<file path="config.mk">
export PLATFORM = sky130hd
export DESIGN_NAME = prio_arb_rr
export DESIGN_NICKNAME = d
export VERILOG_FILES = /design/src/rtl/prio_pkg.sv /design/src/rtl/prio_enc_msb.sv /design/src/rtl/prio_arb_rr.sv
export SDC_FILE = /design/constraint.sdc
export NUM_CORES = 1
export LEC_CHECK = 0
export CAP_MARGIN = 15
export CORE_MARGIN = 3
export CORE_UTILIZATION = 40
export CTS_CLUSTER_DIAMETER = 60
export DETAILED_ROUTE_END_ITERATION = 10
export REMOVE_ABC_BUFFERS = 1
export SYNTH_ARGS = -nofsm -noshare
export SYNTH_HDL_FRONTEND = slang
export SYNTH_HIERARCHICAL = 1
export SYNTH_SLANG_ARGS = --single-unit
</file>
<file path="constraint.sdc">
create_clock -name clk -period 11.2 [get_ports clk]
set_clock_uncertainty 0.15 [all_clocks]
set_input_delay 2.24 -clock clk [delete_from_list [all_inputs] [get_ports clk]]
set_output_delay 2.24 -clock clk [all_outputs]
set_load 0.005 [all_outputs]
</file>
<file path="src/rtl/prio_pkg.sv">
// Shared types and helpers for the round-robin/fixed priority arbiter.
package prio_pkg;

   typedef enum logic {IDLE, HOLD} arb_state_t;

   localparam logic MODE_FIXED = 1'b0;
   localparam logic MODE_RR    = 1'b1;

   // Index width that never collapses to zero bits for tiny N.
   function automatic int clog2_min1(input int n);
      return (n <= 2) ? 1 : $clog2(n);
   endfunction

endpackage

</file>
<file path="src/rtl/prio_enc_msb.sv">
// MSB-first priority encoder with optional rotation so the search starts at ptr.
module prio_enc_msb
   import prio_pkg::*;
#(
   parameter  int N    = 8,
   localparam int IDXW = clog2_min1(N)
) (
   input  logic [N-1:0]    req,
   input  logic [IDXW-1:0] ptr,
   input  logic            rr,
   output logic [IDXW-1:0] idx,
   output logic            any
);

   logic [N-1:0]    rot;
   logic [N-1:0]    src;
   logic [IDXW-1:0] shamt;
   logic [IDXW-1:0] enc;
   logic [IDXW:0]   sum;

   // Rotating left by N-1-ptr puts source ptr at the top so a plain MSB search
   // yields the round-robin order; the found index is then mapped back mod N.
   always_comb begin
      shamt = IDXW'(N - 1) - ptr;
      rot   = '0;
      for (int k = 0; k < N; k++) begin
         int j;
         j = k - int'(shamt);
         if (j < 0) j = j + N;
         rot[k] = req[j];
      end
      src = rr ? rot : req;
      enc = '0;
      for (int k = 0; k < N; k++) begin
         if (src[k]) enc = IDXW'(k);
      end
      sum = {1'b0, enc} + {1'b0, ptr} + (IDXW+1)'(1);
      if (!rr)
         idx = enc;
      else if (sum >= (IDXW+1)'(N))
         idx = IDXW'(sum - (IDXW+1)'(N));
      else
         idx = sum[IDXW-1:0];
   end

   assign any = |req;

endmodule

</file>
<file path="src/rtl/prio_arb_rr.sv">
// N-input arbiter with fixed or round-robin priority and a sticky, handshaked grant.
//
//  state | meaning
//  IDLE  | no grant held, outputs zero, waiting for any request
//  HOLD  | grant registered and presented until out_ready_i accepts it
module prio_arb_rr
   import prio_pkg::*;
#(
   parameter  int N    = 8,
   localparam int IDXW = clog2_min1(N)
) (
   input  logic            clk,
   input  logic            rst_n,
   input  logic [N-1:0]    req_i,
   input  logic            mode_rr_i,
   output logic            out_valid_o,
   output logic [IDXW-1:0] out_idx_o,
   output logic [N-1:0]    out_oh_o,
   input  logic            out_ready_i
);

   arb_state_t      state_q, state_d;
   logic [IDXW-1:0] ptr_q, ptr_d;
   logic [IDXW-1:0] idx_q, idx_d;
   logic [N-1:0]    oh_q, oh_d;
   logic            mode_q, mode_d;
   logic            load;
   logic [IDXW-1:0] win_idx;
   logic            win_any;

   // The encoder sees the already-updated pointer so a just-granted source
   // drops to lowest priority on a back-to-back grant.
   prio_enc_msb #(.N(N)) u_enc (
      .req (req_i),
      .ptr (ptr_d),
      .rr  (mode_rr_i == MODE_RR),
      .idx (win_idx),
      .any (win_any)
   );

   always_ff @(posedge clk or negedge rst_n) begin
      if (!rst_n) begin
         state_q <= IDLE;
         ptr_q   <= IDXW'(N - 1);
         idx_q   <= '0;
         oh_q    <= '0;
         mode_q  <= MODE_FIXED;
      end else begin
         state_q <= state_d;
         ptr_q   <= ptr_d;
         idx_q   <= idx_d;
         oh_q    <= oh_d;
         mode_q  <= mode_d;
      end
   end

   always_comb begin
      state_d = state_q;
      ptr_d   = ptr_q;
      idx_d   = idx_q;
      oh_d    = oh_q;
      mode_d  = mode_q;
      load    = 1'b0;
      case (state_q)
         IDLE: load = 1'b1;
         HOLD: begin
            if (out_ready_i) begin
               // Pointer moves according to the mode the held grant was won under.
               if (mode_q == MODE_RR)
                  ptr_d = (idx_q == '0) ? IDXW'(N - 1) : idx_q - IDXW'(1);
               load = 1'b1;
            end
         end
         default: state_d = IDLE;
      endcase
      if (load) begin
         if (win_any) begin
            state_d = HOLD;
            idx_d   = win_idx;
            oh_d    = N'(1) << win_idx;
            mode_d  = mode_rr_i;
         end else begin
            state_d = IDLE;
            idx_d   = '0;
            oh_d    = '0;
         end
      end
   end

   assign out_valid_o = (state_q == HOLD);
   assign out_idx_o   = idx_q;
   assign out_oh_o    = oh_q;

endmodule
</file>
### Word level (Yosys, flattened, before mapping)

Index checks and enable logic that the tools add are counted.

* add/subtract/negate cells: 21
* magnitude comparators: 17
* shift operators: 1
* mux-type cells: 51
* bitwise logic cells: 1
* reductions and logical operators: 3

Operator list (number)
* $add 32x5->32 const B: 8
* $lt 32x1->1 const B: 8
* $lt 32x5->1 const B: 8
* $mux 32: 8
* $mux 3: 11
* $bmux 1 s3: 8
* $mux 1: 19
* $mux 8: 2
* $sub 3x3->4 const A: 4
* $reduce_or 8->1: 1
* $shl 1x3->8 const A: 1
* $sub 1x3->4 const A: 2
* $sub 2x3->4 const A: 2
* $sub 3x1->3 const B: 2
* $add 3x3->4: 1
* $add 4x1->4 const B: 1
* $ge 4x4->1 const B: 1
* $mux 2: 2
* $logic_not 3->1: 1
* $sub 3x3->3 const A: 1
* $pmux 1 s2: 1
* $reduce_and 2->1: 1
* $not 1->1: 1

* register bits after elaboration: 16
* input port bits: 12
* output and inout bits: 12
* logic and storage cells: 99

### Logic depth before layout (Yosys ltp)

Gate-level depths: netlist of run 1.

* depth in word-level cells: 27
* mapped depth: 21
* depth with buffers taken out: 20

### Cells and area by module

The synthesis of run 1 kept the hierarchy.

Modules (own cells, without submodules)
* prio_arb_rr: instances 1, cells each 60, area an instance 699.4 um^2
* prio_enc_msb: instances 1, cells each 60, area an instance 640.6 um^2

### Worst setup path before layout of run 1

No wires, ideal clock.

* path type: input port to flip-flop
* from: input out_ready_i
* to: register oh_q[5] (netlist: out_oh_o[5])
* setup time: 0.095 ns
* arrival: 6.181 ns
* slack: 4.773 ns
* cell stages on the path: 18
* cell sequence: nand3_1 > o21ai_0 > buf_6 > inv_1 > ha_1 > mux4_1 > mux2_2 > mux2i_1 > a21bo_1 > a31oi_1 > nor2b_1 > ha_1 > fa_1 > xnor2_1 > nand2_1 > xnor2_1 > nand2b_1 > o31ai_1

* longest elaborated chain between the ends: 24
* elaborated cells between the ends (all ways): 70
* classes of those cells: add/sub (18); order compare (8); shift (1); mux (43)

Ends and longest elaborated chain
* from (decl): line prio_arb_rr.sv:19 `input logic out_ready_i`
* $mux 3 *: line prio_arb_rr.sv:67 `if (out_ready_i) begin`
* $mux 3 *: line prio_arb_rr.sv:64 `case (state_q)`
* named net ptr_d[0]: line prio_arb_rr.sv:23 `logic [IDXW-1:0] ptr_q, ptr_d;`
* $sub 3x3->3: line prio_enc_msb.sv:24 `shamt = IDXW'(N - 1) - ptr;`
* $sub 1x3->4: line prio_enc_msb.sv:28 `j = k - int'(shamt);`
* $add 32x5->32 / $lt 32x1->1 (equally long branches): line prio_enc_msb.sv:29 `if (j < 0) j = j + N;`
* $mux 32: line prio_enc_msb.sv:29
* $bmux 1 s3: line prio_enc_msb.sv:30 `rot[k] = req[j];`
* (+10 left out)
* $add 3x3->4: line prio_enc_msb.sv:37 `sum = {1'b0, enc} + {1'b0, ptr} + (IDXW+1)'(1);`
* $add 4x1->4: line prio_enc_msb.sv:37
* $ge 4x4->1 / $sub 3x1->3 (equally long branches): line prio_enc_msb.sv:40, prio_enc_msb.sv:41
* $mux 3: line prio_enc_msb.sv:40 `else if (sum >= (IDXW+1)'(N))`
* $mux 3 *: line prio_enc_msb.sv:38 `if (!rr)`
* named net win_idx[2]: line prio_arb_rr.sv:28 `logic [IDXW-1:0] win_idx;`
* $shl 1x3->8 *: line prio_arb_rr.sv:80 `oh_d = N'(1) << win_idx;`
* $mux 8 *: line prio_arb_rr.sv:77 `if (win_any) begin`
* to (signal assigned): line prio_arb_rr.sv:52 `oh_q <= oh_d;`
* to (decl): line prio_arb_rr.sv:25 `logic [N-1:0] oh_q, oh_d;`

Mark *: on every way through the listed nets, which the timed path passes. The rest lies on a longest branch. The select of a mux whose other input is x is not followed.
A chain may end at the register's enable or synchronous reset.

### Worst setup path in the final report of run 1

Ends and elaborated chain as after synthesis.

==> impl_metrics.csv, run 1 <==
group,metric,value,unit
synth,ys_top_cells_by_area,"dfrtp_1, mux4_1, mux2i_1",
synth,synth_ff_type,"dfrtp_1",
floorplanning,start_util,42.8,%
final_layout,final_design_area_no_fill,0.00161,mm²
worst_setup_path,crit_chain,"clkdlybuf4s50_1, nand3_1, o21ai_0, inv_1, ha_1, mux4_1, mux2i_1, a21oi_1, a21bo_1, a31oi_1, nor2b_1, ha_1, fa_1, xnor2_1, nand2_1, xnor2_1, nand2b_1, o31ai_1",
sta,fmax,138,MHz
sta,hold_viol_final,0,
grt,grtUsageTotal,14.7,%
placed_design,gp_congestion,0.807,
final_layout,final_core_util,51.4,%
route,drc_errors,0,
route,drt-initial-drc-count,75,
final_layout,fill_cells,297,
sta,maxSlewHeadroom,52.1,%
route,vias_per_cell,5.38,
placed_design,place_area,0.00158,mm²
cts,cts_setup_buffers,0,
run,cap_violations,0,
worst_setup_path,critical_path_peak_fanout,6,
worst_hold_path,holdPathStages,1,
sta,tightest_slew,0.716,ns
grt,first_global_vias,974,
worst_setup_path,startpoint_type,"input pin",
power,p_leak,0.708,nW
power,power.density,246,mW/mm²
placed_design,port_buffers,23,
floorplanning,die_area,0.00408,mm²
synth,ys_types,40,
grt,grt_pass1_wl,4.78,mm
floorplanning,core-area,0.00313,mm²
worst_setup_path,cp.arrival,7.31,ns
final_layout,multi_input_area,855,µm²
worst_setup_path,crit_type,"input pin to register",
synth,netlist.area_leader.share,24.3,%
synth,synth_largest_area_cell,"dfrtp_1",
floorplanning,rows,20,
route,ant_nets,0,
synth,yosys_warnings,6,
sta,period_share,64.8,%
route,first_pass_iters,4,
sta,slew_violations,0,
sta,setup_violations,0,
route,vias,1011,
grt,overflow,0,
synth,synth.avg_cell_area,11.2,µm²
worst_setup_path,critical_path.endpoint_type,"register",
final_layout,seq_area,404,µm²
power,max-vdd-ir-drop,0.103,mV
cts,path_clk_slew,0.09,ns
final_layout,drive_above_1_share,15.3,%
status,status,"finished clean",
synth,post-synth-top-count-cell,"nand2_1",
sta,hold_slack,0.359,ns
worst_setup_path,cp_slowest_cell,"o21ai_0",
synth,netlist_top_cells_count,"nand2_1, dfrtp_1, mux2i_1",
grt,grt_max_degree,20,
route,wirelength,2.85,mm
synth,ys_async_sr_fraction,100,%
sta,fin_tns_setup,0,ns
cts,hold_buffers,0,
floorplanning,die_x,63.9,µm
synth,syn_inst,120,
sta,rsz0062_at_grt,"false",
synth,ys_seq_elements,16,
worst_hold_path,hold_path_class,"register to register",
final_layout,diodes,0,
cts,cts-root-buf,"clkbuf_4",
cts,clkLatencyLatePin,0.27,ns
cts,clkSinkCount,16,
synth,ys_seq_area_share,30.2,%
synth,synth_edf_count,0,
worst_setup_path,cp.required,11.24,ns
route,wire_per_inst,15.2,µm
final_layout,final_nets,163,
cts,cts_resized,0,
cts,cts_tree,"done",
worst_setup_path,cpPeakStageDelay,0.60,ns
grt,antenna_found_initial,0,
final_layout,area_growth,20.0,%
placed_design,place_hpwl,2.23,mm
cts,htreeDepth,1,
floorplanning,io_pins,24,
cts,numCtsBuffers,3,
worst_setup_path,reg2reg_depth,19,
cts,clockBufferDepth,2,
synth,syn_area,0.00134,mm²
sta,finalCriticalPeriod,7.26,ns
floorplanning,die_h,63.9,µm
[layout make-up]
cell class	count	area share, %
clock buffer	4	1.63
timing repair buffer	25	15.3
sequential	16	25.1
multi-input combinational	93	53.2
inverter	6	1.40
tap	44	3.42
[sequential cells by signal, indices dropped and copies added (netlist names)]
register     flops
out_idx_o        3
ptr_q            3
out_oh_o         8
mode_q           1
out_valid_o      1
[worst max-delay path, delay by kind of cell]
kind | cells | cell delay, ns
adders and majority gates | 3 | 1.02
AOI/OAI and AO/OA | 5 | 1.42
and+or+nand+nor | 4 | 0.51
xor gates and xnor gates | 2 | 0.59
buffers and inverters | 2 | 0.81
muxes | 2 | 0.71
[metrics by stage]
stage	std cells	setup slack [ns]	power, mW
floorplan	115	4.07	0.286
global placement	184	3.85	0.362
detailed placement	184	3.63	0.367
CTS	188	3.96	0.400
global route	188	3.55	0.433
finish	188	3.94	0.396
[metal layers]
layer / track usage (%) / wire length, µm / vias up
li1: - / - / 501
met1: 19.7 / 1290 / 485
met2: 24.1 / 1460 / 23
met3: 3.51 / 87 / 2
met4: 3.23 / 14 / 0
met5: 0 / 0 / -
[power breakdown]
part           leakage [nW]  internal (mW)  switching, mW  total, mW
clock                0.0150         0.0138         0.0168     0.0306
sequential            0.195         0.0822         0.0111     0.0933
combinational         0.498          0.142          0.129      0.272
[placed cells by master, fill, tap and decap left out, types with 2 or more instances in the layout]
| cell | n |
|---|---|
| nand3_1 | 2 |
| nand2_1 | 15 |
| a32o_1 | 2 |
| mux2_4 | 2 |
| xnor2_1 | 3 |
| inv_1 | 6 |
| nor2b_1 | 4 |
| o21ai_0 | 5 |
| a22o_1 | 4 |
| nand2b_1 | 2 |
| clkdlybuf4s50_1 | 23 |
| mux2i_1 | 9 |
| clkbuf_4 | 3 |
| mux2_2 | 2 |
| mux4_2 | 2 |
| nor4_1 | 2 |
| dfrtp_1 | 13 |
| nor2_1 | 6 |
| a21oi_2 | 2 |
| ha_1 | 5 |
| buf_4 | 2 |
| dfstp_2 | 3 |
| mux2_1 | 2 |
| mux4_1 | 6 |
[final timing paths]
path | from | to | slack, ns
setup reg to reg | out_idx_o[0] | out_oh_o[5] | 5.81
hold / removal | out_oh_o[0] | out_oh_o[0] | 0.36
min in group asynchronous | rst_n | out_oh_o[7] | 2.23
hold reg to reg | out_oh_o[0] | out_oh_o[0] | 0.36
max in group asynchronous | rst_n | out_valid_o | 8.21
setup / recovery | out_ready_i | out_oh_o[5] | 3.94
[kinds of logic (layout without fill, tap and decap cells)]
kind of cell,Yosys count,in the layout,synth area share [%]
simple gates,37,37,14.0
compound gates,23,23,13.5
mux,23,23,27.5
flops,16,16,30.2
buf+inv,11,35,6.07
fa+ha+maj,6,6,6.16
xor+xnor,4,4,2.61
No activity file was read; power rests on OpenSTA's default activity.
==> run 2, diff against run 1 <==
==> constraint.sdc (replaced) <==
create_clock -name clk -period 7.2 [get_ports clk]
set_clock_uncertainty 0.15 [all_clocks]
set_input_delay 1.44 -clock clk [delete_from_list [all_inputs] [get_ports clk]]
set_output_delay 1.44 -clock clk [all_outputs]
set_load 0.005 [all_outputs]
==> impl_metrics.csv, run 2 (synthesized netlist as in run 1, its figures left out) <==
group,metric,value,unit
status,status,"finished clean",
power,p_leak,0.719,nW
route,wirelength,2.94,mm
final_layout,diodes,0,
cts,htreeDepth,1,
final_layout,layout_common_cells,"clkdlybuf4s50_1, nand2_1, dfrtp_1",
floorplanning,core-area,0.00313,mm²
cts,clkSinkCount,16,
route,ant_nets,0,
grt,overflow,0,
sta,tightest_slew,0.706,ns
sta,finalCriticalPeriod,6.07,ns
route,vias,1010,
cts,cts_setup_buffers,0,
worst_setup_path,cp.arrival,6.12,ns
cts,cts-root-buf,"clkbuf_4",
grt,grt_pass1_wl,5.00,mm
worst_setup_path,critical_path_peak_fanout,6,
sta,hold_viol_final,0,
worst_setup_path,critical_path.top_delay_family,"compound AO/OA/AOI/OAI gates",
worst_setup_path,crit_chain,"clkdlybuf4s50_1, nand3_1, o21ai_0, buf_4, inv_1, ha_1, mux4_1, mux2i_1, a21oi_1, a21bo_1, a31oi_1, nor2b_1, ha_1, fa_1, xnor2_1, nand2_1, xnor2_1, nand2b_1, o31ai_1",
grt,antenna_found_initial,0,
worst_hold_path,min_from,"out_oh_o[5]",
cts,path_clk_slew,0.09,ns
final_layout,area_growth,21.3,%
floorplanning,die_x,63.9,µm
worst_setup_path,r2r-start,"out_idx_o[0]",
final_layout,largest_reg_flops,8,
power,power.density,395,mW/mm²
worst_setup_path,rrSetupSlack,2.22,ns
worst_setup_path,timing.rr.end,"out_oh_o[5]",
final_layout,multi_input_area,855,µm²
route,drc_errors,0,
floorplanning,io_pins,24,
worst_hold_path,hold_end,"out_oh_o[5]",
worst_setup_path,reg2reg_depth,20,
grt,grt_max_degree,20,
worst_setup_path,cp_slowest_cell,"mux4_1",
floorplanning,start_util,42.8,%
route,first_pass_iters,4,
sta,slew_violations,0,
worst_setup_path,path_depth,19,
sta,setup_ws,1.13,ns
final_layout,final_cells,189,
worst_hold_path,holdPathStages,2,
worst_setup_path,cp.required,7.25,ns
sta,fin_tns_setup,0,ns
placed_design,post-place-cells,185,
route,vias_per_cell,5.34,
floorplanning,rows,20,
run,cap_violations,0,
sta,maxSlewHeadroom,52.8,%
grt,first_global_vias,995,
cts,hold_buffers,0,
worst_setup_path,crit_type,"input pin to register",
cts,cts_resized,0,
cts,clkLatencyLatePin,0.28,ns
sta,rsz0062_at_grt,"false",
power,max-vdd-ir-drop,0.187,mV
route,drt-initial-drc-count,66,
floorplanning,die_area,0.00408,mm²
final_layout,fill_cells,296,
placed_design,port_buffers,23,
cts,numCtsBuffers,3,
final_layout,final_common_cell,"clkdlybuf4s50_1",
worst_setup_path,crit_buf_inv,3,
floorplanning,die_h,63.9,µm
sta,setup_violations,0,
final_layout,drive_above_1_share,16.6,%
placed_design,gp_congestion,0.829,
sta,period_share,84.3,%
route,wire_per_inst,15.6,µm
final_layout,seq_area,404,µm²
grt,grtUsageTotal,15.6,%
placed_design,preCtsSetupSlack,0.855,ns
worst_setup_path,critical_path.endpoint_type,"register",
sta,fmax,165,MHz
placed_design,place_hpwl,2.31,mm
cts,clockBufferDepth,2,
worst_setup_path,cpPeakStageDelay,0.57,ns
worst_hold_path,hold_path_class,"register to register",
final_layout,final_nets,164,
worst_setup_path,startpoint_type,"input pin",
cts,cts_tree,"done",
[run 2: cell count changes in the layout (fill, tap and decap cells not counted)]
cell      before  now
buf_4          2    3
clkbuf_1       1    0
clkbuf_8       0    1
[run 2: worst reg2reg max path, stage by stage (launching register included)]
cell	delay (ns)
dfrtp_1	0.39
inv_1	0.07
ha_1	0.28
nor2b_1	0.12
o21ai_0	0.18
buf_4	0.18
inv_1	0.12
ha_1	0.38
mux4_1	0.57
mux2i_1	0.20
a21oi_1	0.14
a21bo_1	0.23
a31oi_1	0.20
nor2b_1	0.08
ha_1	0.20
fa_1	0.38
xnor2_1	0.15
nand2_1	0.08
xnor2_1	0.40
nand2b_1	0.15
o31ai_1	0.24
[run 2: worst max path at each step]
| stage | to | slack, ns | startpoint |
|---|---|---|---|
| finish | out_oh_o[5] | 1.13 | out_ready_i |
| global route | out_oh_o[5] | 0.84 | out_ready_i |
| CTS | out_oh_o[5] | 1.17 | out_ready_i |
| detailed placement | out_oh_o[5] | 0.85 | out_ready_i |
| global placement | out_oh_o[0] | 1.05 | out_ready_i |
| floorplan | out_oh_o[5] | 0.87 | out_ready_i |
[run 2: area by class of cell]
| cell class | instances | share of cell area [%] |
|---|---|---|
| Inverter | 6 | 1.39 |
| Clock buffer | 4 | 2.23 |
| Timing Repair Buffer | 26 | 15.6 |
| Tap cell | 44 | 3.39 |
| Multi-Input combinational cell | 93 | 52.6 |
| Sequential cell | 16 | 24.9 |
[run 2: routing by layer]
layer | track usage (%) | vias up | part of all wire [%]
li1 | - | 500 | -
met1 | 24.3 | 491 | 52
met2 | 22.6 | 17 | 45
met3 | 3.16 | 2 | 2.6
met4 | 2.43 | 0 | 0.48
met5 | 0 | - | 0
[run 2: through the flow]
step           total power, mW  hold slack [ns]  utilization, %  cell area, µm²
6_report                 0.643            0.357            52.0            1630
5_1_grt                  0.698            0.384            52.0            1630
4_1_cts                  0.645            0.356            52.0            1630
3_5_place_dp             0.582            0.324            50.8            1590
3_3_place_gp             0.574            0.329            50.8            1590
2_1_floorplan            0.445            0.323               -            1280
[run 2: where the power goes]
part / switching, mW / internal (mW)
clock: 0.0282 / 0.0308
combinational: 0.212 / 0.226
sequential: 0.0178 / 0.128
==> run 3, diff against run 2 <==
==> constraint.sdc (replaced) <==
create_clock -name clk -period 6 [get_ports clk]
set_clock_uncertainty 0.15 [all_clocks]
set_input_delay 1.2 -clock clk [delete_from_list [all_inputs] [get_ports clk]]
set_output_delay 1.2 -clock clk [all_outputs]
set_load 0.005 [all_outputs]
==> impl_metrics.csv, run 3 (synthesized netlist as in run 1, its figures left out) <==
group,metric,value,unit
power,p_leak,0.723,nW
worst_setup_path,crit_type,"input pin to register",
worst_setup_path,reg2reg_depth,20,
floorplanning,core-area,0.00313,mm²
sta,finalCriticalPeriod,5.45,ns
sta,tightest_slew,0.699,ns
grt,grt_pass1_wl,4.94,mm
worst_setup_path,cp_slowest_cell,"mux4_1",
cts,cts_resized,0,
sta,slew_violations,0,
sta,fin_tns_setup,0,ns
cts,cts_tree,"done",
cts,clkLatencyLatePin,0.27,ns
route,first_pass_iters,4,
final_layout,largest_reg_flops,8,
sta,period_share,90.9,%
cts,hold_buffers,0,
route,ant_nets,0,
sta,setup_violations,0,
sta,hold_viol_final,0,
final_layout,final_common_cell,"clkdlybuf4s50_1",
placed_design,post-place-cells,187,
grt,grtUsageTotal,15.0,%
grt,antenna_found_initial,0,
status,status,"finished clean",
worst_hold_path,min_from,"out_oh_o[4]",
route,wire_per_inst,14.8,µm
worst_setup_path,rrSetupSlack,1.38,ns
route,vias,992,
final_layout,final_nets,166,
floorplanning,rows,20,
route,drt-initial-drc-count,39,
worst_setup_path,crit_chain,"clkdlybuf4s50_1, nand3_1, o21ai_0, inv_1, ha_1, mux4_1, mux2i_1, a21oi_1, a21bo_1, a31oi_1, nor2b_1, ha_1, fa_1, xnor2_1, nand2_1, xnor2_1, buf_4, nand2b_1, o31ai_1",
cts,htreeDepth,1,
worst_setup_path,cp.required,6.04,ns
worst_setup_path,cp.arrival,5.49,ns
final_layout,drive_above_1_share,17.0,%
sta,maxSlewHeadroom,53.3,%
worst_setup_path,cpPeakStageDelay,0.59,ns
floorplanning,die_area,0.00408,mm²
placed_design,place_hpwl,2.29,mm
worst_hold_path,hold_path_class,"register to register",
sta,rsz0062_at_grt,"false",
power,finalPower,759,µW
floorplanning,die_x,63.9,µm
worst_hold_path,hold_end,"out_oh_o[4]",
floorplanning,io_pins,24,
final_layout,diodes,0,
placed_design,port_buffers,23,
grt,overflow,0,
cts,cts_setup_buffers,0,
final_layout,final_cells,191,
worst_setup_path,timing.rr.end,"out_oh_o[5]",
worst_setup_path,critical_path.endpoint_type,"register",
cts,clkSinkCount,16,
final_layout,area_growth,21.7,%
cts,numCtsBuffers,3,
sta,fmax,183,MHz
floorplanning,start_util,42.8,%
cts,clockBufferDepth,2,
worst_setup_path,startpoint_type,"input pin",
placed_design,gp_congestion,0.880,
grt,grt_max_degree,20,
worst_setup_path,critical_path_peak_fanout,6,
run,cap_violations,0,
power,max-vdd-ir-drop,0.168,mV
route,drc_errors,0,
final_layout,layout_common_cells,"clkdlybuf4s50_1, nand2_1, dfrtp_1",
power,power.density,466,mW/mm²
route,wirelength,2.83,mm
worst_hold_path,holdPathStages,2,
worst_setup_path,r2r-start,"out_idx_o[0]",
floorplanning,die_h,63.9,µm
route,vias_per_cell,5.19,
grt,first_global_vias,1037,
cts,cts-root-buf,"clkbuf_4",
cts,path_clk_slew,0.09,ns
[run 3: cell count changes in the layout (fill, tap and decap cells not counted)]
cell	delta
clkbuf_1	+1
clkbuf_8	-1
buf_4	+2
[run 3: layout make-up]
type,instances,area [µm²]
Inverter,6,22.5
Timing Repair Buffer,28,268
Clock buffer,4,26.3
Fill cell,280,1500
Sequential cell,16,404
Tap cell,44,55.1
Multi-Input combinational cell,93,855
[run 3: through the flow]
step / utilization [%] / hold WS [ns] / setup slack, ns / area [µm²]
4_1_cts: 52.1 / 0.361 / 0.500 / 1630
6_report: 52.1 / 0.354 / 0.549 / 1630
3_3_place_gp: 51.3 / 0.325 / 0.408 / 1600
5_1_grt: 52.1 / 0.388 / 0.158 / 1630
2_1_floorplan: - / 0.323 / -0.0881 / 1280
3_5_place_dp: 51.3 / 0.330 / 0.176 / 1600
[run 3: worst max path at each step]
stage                      from          end  cells past startpoint
CTS                 out_ready_i  out_oh_o[5]                     19
floorplan           out_ready_i  out_oh_o[5]                     17
finish              out_ready_i  out_oh_o[5]                     19
global route        out_ready_i  out_oh_o[5]                     19
detailed placement  out_ready_i  out_oh_o[5]                     19
global placement    out_ready_i  out_oh_o[0]                     18
[run 3: power by group]
group          leakage [nW]  switching, mW  internal, mW
Sequential            0.195         0.0196         0.153
Clock                0.0150         0.0306        0.0258
Combinational         0.513          0.247         0.283
Total                 0.723          0.297         0.462
[run 3: per-layer routing]
layer / GRT usage, % / part of all wire [%]
met1: 20.3 / 47
met2: 25.3 / 51
met3: 3.34 / 2.6
met4: 1.62 / 0
met5: 0 / 0
[run 3: worst max-delay path: cells and delay by family]
| kind | cells | cell delay (ns) |
|---|---|---|
| XOR/XNOR | 2 | 0.32 |
| AO/OA/AOI/OAI | 5 | 1.08 |
| buffers and inverters | 3 | 0.79 |
| adder cells (fa/ha/maj) | 3 | 0.94 |
| AND/OR/NAND/NOR | 4 | 0.43 |
| multiplexers | 2 | 0.74 |
